==> src/rtl/json_pkg.sv <==
// Shared definitions for the JSON stream parser: FSM state codes,
// ASCII token constants and character-class helpers.
package json_pkg;

    localparam int unsigned ST_W = 4;

    // FSM state encodings
    localparam logic [ST_W-1:0] ST_IDLE    = 4'd0;
    localparam logic [ST_W-1:0] ST_OPEN    = 4'd1;
    localparam logic [ST_W-1:0] ST_KEY     = 4'd2;
    localparam logic [ST_W-1:0] ST_KEY_END = 4'd3;
    localparam logic [ST_W-1:0] ST_COLON   = 4'd4;
    localparam logic [ST_W-1:0] ST_VSTR    = 4'd5;
    localparam logic [ST_W-1:0] ST_NUM     = 4'd6;
    localparam logic [ST_W-1:0] ST_VAL_END = 4'd7;
    localparam logic [ST_W-1:0] ST_COMMA   = 4'd8;

    // ASCII tokens
    localparam logic [7:0] CH_QUOTE  = 8'h22;
    localparam logic [7:0] CH_LBRACE = 8'h7B;
    localparam logic [7:0] CH_RBRACE = 8'h7D;
    localparam logic [7:0] CH_COLON  = 8'h3A;
    localparam logic [7:0] CH_COMMA  = 8'h2C;
    localparam logic [7:0] CH_SPACE  = 8'h20;

    function automatic logic is_digit(input logic [7:0] c);
        return (c >= 8'h30) && (c <= 8'h39);
    endfunction

    function automatic logic is_id(input logic [7:0] c);
        return is_digit(c) ||
               ((c >= 8'h41) && (c <= 8'h5A)) ||
               ((c >= 8'h61) && (c <= 8'h7A));
    endfunction

endpackage

==> src/rtl/json_char_class.sv <==
// Combinational character classifier.
// Ports: char (ASCII in), is_id ([A-Za-z0-9]), is_digit ([0-9]),
//        digit_val (numeric value, meaningful only when is_digit).
module json_char_class (
    input  logic [7:0] char,
    output logic       is_id,
    output logic       is_digit,
    output logic [3:0] digit_val
);

    assign is_id     = json_pkg::is_id(char);
    assign is_digit  = json_pkg::is_digit(char);
    // ASCII '0'..'9' are 0x30..0x39, so the low nibble is the value
    assign digit_val = char[3:0];

endmodule

==> src/rtl/json_stream_parser.sv <==
// Streaming validator for flat JSON objects with string or unsigned
// decimal values. Reports pair count, running max pair count and the
// saturating numeric sum of each valid object.
// Ports: clk, reset (sync, active-high), char_valid/char (input stream),
//        cur_num, max_num, num_sum (results), obj_done/obj_err (pulses),
//        busy (inside an object).
module json_stream_parser
    import json_pkg::*;
#(
    parameter int unsigned CNT_W    = 8,
    parameter int unsigned MAX_LEN  = 16,
    parameter int unsigned NUM_W    = 16,
    parameter int unsigned ALLOW_WS = 1
) (
    input  logic             clk,
    input  logic             reset,
    input  logic             char_valid,
    input  logic [7:0]       char,
    output logic [CNT_W-1:0] cur_num,
    output logic [CNT_W-1:0] max_num,
    output logic [NUM_W-1:0] num_sum,
    output logic             obj_done,
    output logic             obj_err,
    output logic             busy
);

    localparam int unsigned LEN_W  = $clog2(MAX_LEN + 1);
    localparam int unsigned PROD_W = NUM_W + 4;

    logic [ST_W-1:0]  state, state_n;
    logic [CNT_W-1:0] pairs, pairs_n;
    logic [NUM_W-1:0] sum, sum_n;
    logic [NUM_W-1:0] acc, acc_n;
    logic [LEN_W-1:0] len, len_n;
    logic             lead_zero, lead_zero_n;
    logic [CNT_W-1:0] cur_num_n, max_num_n;
    logic [NUM_W-1:0] num_sum_n;
    logic             done_n, err_n;

    logic             cc_is_id, cc_is_digit;
    logic [3:0]       cc_digit;

    json_char_class u_cc (
        .char      (char),
        .is_id     (cc_is_id),
        .is_digit  (cc_is_digit),
        .digit_val (cc_digit)
    );

    // Value-completion helpers: saturating pair increment and sum add
    logic [CNT_W-1:0]  pairs_inc;
    logic [NUM_W:0]    sum_wide;
    logic [NUM_W-1:0]  sum_add;
    logic [PROD_W-1:0] prod;
    logic              prod_ovf;
    logic              ws;

    assign pairs_inc = (&pairs) ? pairs : pairs + CNT_W'(1);
    assign sum_wide  = {1'b0, sum} + {1'b0, acc};
    assign sum_add   = sum_wide[NUM_W] ? {NUM_W{1'b1}} : sum_wide[NUM_W-1:0];
    assign prod      = PROD_W'(acc) * PROD_W'(10) + PROD_W'(cc_digit);
    assign prod_ovf  = |prod[PROD_W-1:NUM_W];
    assign ws        = (char == CH_SPACE) && (ALLOW_WS != 0);

    // Next-state, datapath and result computation
    always_comb begin
        state_n     = state;
        pairs_n     = pairs;
        sum_n       = sum;
        acc_n       = acc;
        len_n       = len;
        lead_zero_n = lead_zero;
        cur_num_n   = cur_num;
        max_num_n   = max_num;
        num_sum_n   = num_sum;
        done_n      = 1'b0;
        err_n       = 1'b0;

        if (char_valid) begin
            case (state)
                ST_IDLE: begin
                    if (char == CH_LBRACE) begin
                        state_n     = ST_OPEN;
                        pairs_n     = '0;
                        sum_n       = '0;
                        acc_n       = '0;
                        len_n       = '0;
                        lead_zero_n = 1'b0;
                    end
                end
                ST_OPEN: begin
                    if (char == CH_QUOTE) begin
                        state_n = ST_KEY;
                        len_n   = '0;
                    end else if (char == CH_RBRACE) done_n = 1'b1;
                    else if (!ws)                   err_n  = 1'b1;
                end
                ST_KEY, ST_VSTR: begin
                    if (cc_is_id) begin
                        if (len == LEN_W'(MAX_LEN)) err_n = 1'b1;
                        else                        len_n = len + LEN_W'(1);
                    end else if (char == CH_QUOTE && len != '0) begin
                        if (state == ST_KEY) state_n = ST_KEY_END;
                        else begin
                            state_n = ST_VAL_END;
                            pairs_n = pairs_inc;
                        end
                    end else err_n = 1'b1;
                end
                ST_KEY_END: begin
                    if (char == CH_COLON) state_n = ST_COLON;
                    else if (!ws)         err_n   = 1'b1;
                end
                ST_COLON: begin
                    if (char == CH_QUOTE) begin
                        state_n = ST_VSTR;
                        len_n   = '0;
                    end else if (cc_is_digit) begin
                        state_n     = ST_NUM;
                        acc_n       = NUM_W'(cc_digit);
                        lead_zero_n = (cc_digit == 4'd0);
                    end else if (!ws) err_n = 1'b1;
                end
                ST_NUM: begin
                    if (cc_is_digit) begin
                        if (lead_zero || prod_ovf) err_n = 1'b1;
                        else                       acc_n = NUM_W'(prod);
                    end else if (char == CH_COMMA || char == CH_RBRACE || ws) begin
                        pairs_n = pairs_inc;
                        sum_n   = sum_add;
                        if (char == CH_COMMA)       state_n = ST_COMMA;
                        else if (char == CH_RBRACE) done_n  = 1'b1;
                        else                        state_n = ST_VAL_END;
                    end else err_n = 1'b1;
                end
                ST_VAL_END: begin
                    if (char == CH_COMMA)       state_n = ST_COMMA;
                    else if (char == CH_RBRACE) done_n  = 1'b1;
                    else if (!ws)               err_n   = 1'b1;
                end
                ST_COMMA: begin
                    if (char == CH_QUOTE) begin
                        state_n = ST_KEY;
                        len_n   = '0;
                    end else if (!ws) err_n = 1'b1;
                end
                default: state_n = ST_IDLE;
            endcase

            // Publish results using the already-updated pair/sum values
            if (done_n) begin
                state_n   = ST_IDLE;
                cur_num_n = pairs_n;
                num_sum_n = sum_n;
                max_num_n = (pairs_n > max_num) ? pairs_n : max_num;
            end
            if (err_n) state_n = ST_IDLE;
        end
    end

    // State and output registers
    always_ff @(posedge clk) begin
        if (reset) begin
            state     <= ST_IDLE;
            pairs     <= '0;
            sum       <= '0;
            acc       <= '0;
            len       <= '0;
            lead_zero <= 1'b0;
            cur_num   <= '0;
            max_num   <= '0;
            num_sum   <= '0;
            obj_done  <= 1'b0;
            obj_err   <= 1'b0;
            busy      <= 1'b0;
        end else begin
            state     <= state_n;
            pairs     <= pairs_n;
            sum       <= sum_n;
            acc       <= acc_n;
            len       <= len_n;
            lead_zero <= lead_zero_n;
            cur_num   <= cur_num_n;
            max_num   <= max_num_n;
            num_sum   <= num_sum_n;
            obj_done  <= done_n;
            obj_err   <= err_n;
            busy      <= (state_n != ST_IDLE);
        end
    end

endmodule

==> config.mk <==
export PLATFORM = sky130hd
export DESIGN_NAME = json_stream_parser
export DESIGN_NICKNAME = d
export VERILOG_FILES = /design/src/rtl/json_pkg.sv /design/src/rtl/json_char_class.sv /design/src/rtl/json_stream_parser.sv
export SDC_FILE = /design/constraint.sdc
export NUM_CORES = 1
export LEC_CHECK = 0
export BUFFER_PORTS_ARGS = -buffer_cell sky130_fd_sc_hd__buf_2
export CAP_MARGIN = 15
export CELL_PAD_IN_SITES_DETAIL_PLACEMENT = 1
export CELL_PAD_IN_SITES_GLOBAL_PLACEMENT = 2
export CORE_MARGIN = 4
export CORE_UTILIZATION = 33
export CTS_CLUSTER_SIZE = 25
export DETAILED_ROUTE_END_ITERATION = 8
export GPL_TIMING_DRIVEN = 0
export PLACE_DENSITY = 0.73
export SYNTH_ARGS = -nofsm -noshare
export SYNTH_HDL_FRONTEND = slang
export SYNTH_SLANG_ARGS = --single-unit
export TNS_END_PERCENT = 20
==> constraint.sdc <==
create_clock -name clk -period 4.5 [get_ports clk]
set_input_delay 0.9 -clock clk [delete_from_list [all_inputs] [get_ports clk]]
set_output_delay 0.9 -clock clk [all_outputs]
set_load 0.01 [all_outputs]
Word level (Yosys, flattened, before mapping)

Cells that the tools add are included.

Register bits: 85
Input bits: 11
Output and inout port bits: 35
Word-level logic and storage cells: 144

Add/subtract/negate cells: 4
Multiply operators: 1
Order comparisons: 7
Equality and inequality tests: 23
Multiplexer cells: 69
Bitwise logic cells: 1
Reduce and logical (&&, ||, !) cells: 27

Operators by type and width:

| kind                                                               | number |
|---|---|
| two-way mux 16 bit                                                 | 9 |
| two-way mux 8 bit                                                  | 8 |
| two-way mux 4 bit                                                  | 15 |
| case mux 16 bit (3 select lines)                                   | 1 |
| equality test 8 x 6 -> 1 bit (second input constant)               | 4 |
| case mux 16 bit (2 select lines)                                   | 1 |
| case mux 4 bit (7 select lines)                                    | 1 |
| two-way mux 1 bit                                                  | 24 |
| case mux 8 bit (3 select lines)                                    | 1 |
| adder 20 x 4 -> 20 bit                                             | 1 |
| two-way mux 5 bit                                                  | 4 |
| multiplier 16 x 3 -> 19 bit (second input constant)                | 1 |
| adder 16 x 16 -> 17 bit                                            | 1 |
| equality test 4 x 3 -> 1 bit (second input constant)               | 4 |
| equality test 8 x 7 -> 1 bit (second input constant)               | 2 |
| greater-or-equal comparator 8 x 7 -> 1 bit (second input constant) | 2 |
| less-or-equal comparator 8 x 7 -> 1 bit (second input constant)    | 2 |
| case mux 5 bit (3 select lines)                                    | 1 |
| inequality test 2 bit (second input constant)                      | 7 |
| adder 8 x 1 -> 8 bit (second input constant)                       | 1 |
| equality test 4 x 2 -> 1 bit (second input constant)               | 2 |
| greater-or-equal comparator 8 x 6 -> 1 bit (second input constant) | 1 |
| greater-than comparator 8 bit                                      | 1 |
| less-or-equal comparator 8 x 6 -> 1 bit (second input constant)    | 1 |
| other kinds (26)                                                   | 37 |

Longest topological paths before layout

Depth in word-level cells: 11
Depth in mapped cells: 22
Mapped depth without buffers: 20

Hierarchy

From an unflattened synthesis, not the netlist that was laid out.

Cells, all modules: 869
Area total of the unflattened synthesis: 6680.2 µm²

By module, submodules not included:

| module             | times used | cells each | area an instance (µm²) | seq. area each (µm²) |
|---|---|---|---|---|
| json_stream_parser | 1          | 856        | 6592.6                 | 1701.6 |
| json_char_class    | 1          | 13         | 87.6                   | 0.0 |

Worst setup path before layout

No wires, ideal clock.

Kind: input to register
Start: input port char[4]
End: register max_num[6]
Library setup time: 0.128 ns
Data arrival time: 4.754 ns
Data required time: 4.372 ns
Slack: -0.382 ns
Cell stages on the path: 20
Path buffers: 1
Cells stage by stage: nor4b_1 and3_1 o21ai_0 a21oi_1 nor2_1 or3_1 or2_2 a32oi_1 inv_1 ha_1 nor2b_1 o21ai_0 nand2b_1 a21oi_1 o21ai_0 o21ai_0 nor2_1 clkbuf_1 mux2i_1 nor2_1

Cells in the longest elaborated chain, start to end: 9
Elaborated cells between the ends (all ways): 35
Those cells by class: order compare (7); eq/ne (5); mux (14); reduce/logical (9)

RTL lines:

| what                                                                     | RTL line                                            | RTL |
|---|---|---|
| from (decl)                                                              | json_stream_parser.sv:18                            | `input logic [7:0] char,` |
| greater-or-equal comparator 8 x 6 -> 1 bit, or another cell as far along | json_pkg.sv:27                                      | `return (c >= 8'h30) && (c <= 8'h39);` |
| logical AND 1 bit, or another cell as far along                          | json_pkg.sv:27                                      |  |
| logical OR 1 bit (on tied branches)                                      | json_pkg.sv:31, json_stream_parser.sv:128           |  |
| logical OR 1 bit or two-way mux 8 bit (tied branches)                    | json_pkg.sv:32, json_stream_parser.sv:128           |  |
| two-way mux 8 bit (on tied branches)                                     | json_stream_parser.sv:99, json_stream_parser.sv:125 |  |
| case mux 8 bit (3 select lines)                                          | json_stream_parser.sv:80                            | `case (state)` |
| two-way mux 8 bit                                                        | json_stream_parser.sv:79                            | `if (char_valid) begin` |
| greater-than comparator 8 bit                                            | json_stream_parser.sv:155                           | `max_num_n = (pairs_n > max_num) ? pairs_n : max_num;` |
| AND reduction 3 bit (no line)                                            | -                                                   |  |
| to (signal assigned)                                                     | json_stream_parser.sv:184                           | `max_num <= max_num_n;` |
| to (decl)                                                                | json_stream_parser.sv:20                            | `output logic [CNT_W-1:0] max_num,` |

Several ways; a longest one is shown, not always the timed one. The select of a mux whose other input is x is not followed.
A chain may end at the register's enable or synchronous reset.

Worst setup path after layout

Start: input port char[7]
End: register max_num[1]

Same word-level chain as after synthesis.

==> results.json <==
{
  "cp.required_ns": 4.71,
  "vias": 6674,
  "row_count": 51,
  "synth-edff-count": 0,
  "slowest_delay_ns": 0.40,
  "wirelength_mm": 23.6,
  "hold_viol": 0,
  "initialDrtViolationCount": 276,
  "synth.distinct_cells": 78,
  "ff2ff_path_depth": 15,
  "final_area_um2": 7630,
  "overflow": 0,
  "wl_per_cell_um": 19.9,
  "ios": 46,
  "clk_pin_slew_ns": 0.07,
  "power-per-cell-area_nw_per_um2": 213,
  "max_freq_mhz": 228,
  "seq_area_frac_synth": 0.260,
  "startpoint_type": "input pin",
  "cp.arrival_ns": 4.60,
  "place_area_um2": 7150,
  "critical_path_class": "input pin to flip-flop",
  "h-tree-depth": 3,
  "syn_nets": 924,
  "layout_common_cells": "nor2_1 (100), dfxtp_1 (84), a21oi_1 (71)",
  "fin_cells": 1187,
  "diodes": 0,
  "cp.depth": 22,
  "drive_gt1_frac": 0.130,
  "syn_area_um2": 6550,
  "clock-sinks": 85,
  "path_cells": "buf_2 -> nor4b_4 -> buf_4 -> nand3_4 -> a311oi_4 -> nor2_2 -> or3_4 -> or2_4 -> a32oi_4 -> inv_1 -> ha_4 -> nor2b_1 -> o21ai_1 -> nand2b_1 -> a21oi_2 -> o21ai_0 -> o21ai_1 -> nor2_2 -> buf_8 -> buf_2 -> buf_4 -> a211oi_2",
  "drc": 0,
  "hpwlAfterDp_mm": 18.5,
  "fp.dieH_um": 149,
  "cts_made_buffers": 9,
  "critical-path-top-delay-family": "simple AND/OR/NAND/NOR gates",
  "min_from": "num_sum[5]",
  "synthesis.instances": 852,
  "finalClockSkew_ns": 0.0103,
  "p_leak_nw": 3.11,
  "grt_first_pass_wirelength_mm": 38.2,
  "yosysTopAreaCellShare": 0.260,
  "ys_async_sr_fraction": 0,
  "min_path_type": "flip-flop to flip-flop",
  "area_growth_syn_to_layout_pct": 16.5,
  "met2_usage": 0.371,
  "relSlewSlack": 0.374,
  "power_w": 0.00163,
  "clockRootBuffer": "clkbuf_16",
  "tightest_slew_ns": 0.931,
  "grt_max_degree": 16,
  "slew_violations": 0,
  "antenna_found_initial": 0,
  "period_share": 0.976,
  "placed_cells": 1160,
  "cp_max_fo": 6,
  "die_w_um": 149,
  "r2r-start": "acc[1]",
  "worstSkewPairLatency_ns": 0.36,
  "ys_top_cells_by_area": "dfxtp_1 (26%), ha_1 (11%), nor2_1 (5.8%), a21oi_1 (5.6%), o21ai_0 (5.2%)",
  "finalNetCount": 989,
  "peakVddDrop_mv": 0.147,
  "outcome": "finished, final reports clean",
  "endpoint_kind": "flip-flop",
  "ys.flop_type": "dfxtp_1",
  "io_buffers": 43,
  "worst-path-buf-inv": 6,
  "routabilityCongestion": 0.900,
  "finalCriticalPeriod_ns": 4.39,
  "use_met1": 0.277,
  "postRouteAntennaNets": 0,
  "dr.pass1.iters": 4,
  "drv_cap": 0,
  "ys_warn_count": 0,
  "met3_usage": 0.0380,
  "min_to": "num_sum[5]",
  "start_util": 0.336,
  "clk_path_buf_depth": 2,
  "reg2reg_to": "acc[3]",
  "setup-violations-final": 0,
  "track_usage": 0.214,
  "grt_busiest_layer": "met2",
  "ys_seq_elements": 85,
  "grt_pass1_vias": 7022,
  "tritoncts": "done",
  "hold_depth": 2,
  "crit_slowest_cell": "or3_4",
  "layout_commonest_cell": "nor2_1",
  "postSynthAreaPerCell_um2": 7.69,
  "r2r_slack_ns": 0.20,
  "die_area_um2": 22200,
  "finalHoldWorstSlack_ns": 0.452,
  "core-area_um2": 19500,
  "synth_top_area_cell": "dfxtp_1",
  "viasPerCell": 5.62
}
==> layout make-up <==
| type | instances | area (µm²) |
|---|---|---|
| inverter | 37 | 139 |
| sequential | 85 | 1700 |
| timing repair buffer | 56 | 313 |
| buffer | 41 | 183 |
| tap | 265 | 332 |
| clock buffer | 10 | 239 |
| multi-input combinational | 687 | 4680 |
| fill | 2448 | 11900 |
| clock inverter | 6 | 45.0 |
==> worst min-delay path, cell delays in order, from the launching register on <==
cell     delay (ns)
dfxtp_1        0.31
nand2_1        0.05
a21oi_1        0.05
==> per-layer routing <==
| metal | vias up | part of all wire | wire length (µm) |
|---|---|---|---|
| met2 | 88 | 0.50 | 11700 |
| met3 | 22 | 0.029 | 692 |
| met5 | - | 0 | 0 |
| met4 | 0 | 0.014 | 323 |
| li1 | 3254 | - | - |
| met1 | 3310 | 0.46 | 10900 |
==> flip-flops by register name (all words and copies together), names as in the netlist, 4 cells and up <==
signal   count
num_sum     16
acc         16
max_num      8
cur_num      8
state        4
pairs        8
len          5
sum         16
==> how the worst max path moves through the flow <==
stage / startpoint / to / slack [ns]
2_1_floorplan: char[4] / max_num[6] / 0.01
3_3_place_gp: char[3] / max_num[6] / -0.99
3_5_place_dp: char[3] / max_num[4] / -1.12
4_1_cts: char[6] / max_num[4] / 0.02
5_1_grt: char[7] / max_num[2] / -0.02
6_report: char[7] / max_num[1] / 0.11
==> stage by stage <==
step | utilization | setup TNS [ns] | setup WS (ns)
6_report | 0.391 | 0 | 0.110
5_1_grt | 0.391 | -0.0334 | -0.0177
4_1_cts | 0.384 | 0 | 0.0184
3_5_place_dp | 0.366 | -8.40 | -1.12
3_3_place_gp | 0.366 | -7.13 | -0.989
2_1_floorplan | - | 0 | 0.0148
==> power by group <==
| group | internal (W) | switching, W |
|---|---|---|
| clock network | 0.000393 | 0.000351 |
| logic | 0.0000374 | 0.0000796 |
| registers | 0.000758 | 0.00000877 |
==> synth_stat cells, drive strengths merged, types with 6 or more instances <==
cell	number
nor2	102
dfxtp	85
a21oi	75
o21ai	70
nand2	68
ha	58
inv	37
clkbuf	36
nor3	27
a211oi	24
xor2	22
xnor2	21
nand3	20
a31oi	16
a21o	15
nor2b	14
and3	12
a32o	11
nand4	11
nand2b	9
o211ai	8
o31ai	8
buf	7
mux2i	6
==> what timing repair did <==
item,in CTS,in global routing
pin swaps,4,9
hold endpoints to repair,0,0
setup endpoints to repair,8,19
setup buffers,5,8
resized for setup,7,25
hold buffers,0,0
==> kinds of logic (layout without fill, tap and decap cells) <==
family                   after synthesis  after routing  share of synthesized area
flip-flops                            85             85                      0.260
AND/OR/NAND/NOR                      291            291                      0.212
XOR/XNOR                              43             43                     0.0575
adder cells (fa/ha/maj)               61             61                      0.120
AO/OA/AOI/OAI                        285            285                      0.291
buffers and inverters                 80            150                     0.0483
multiplexers                           7              7                     0.0115
(Power assumes the default switching activity.)
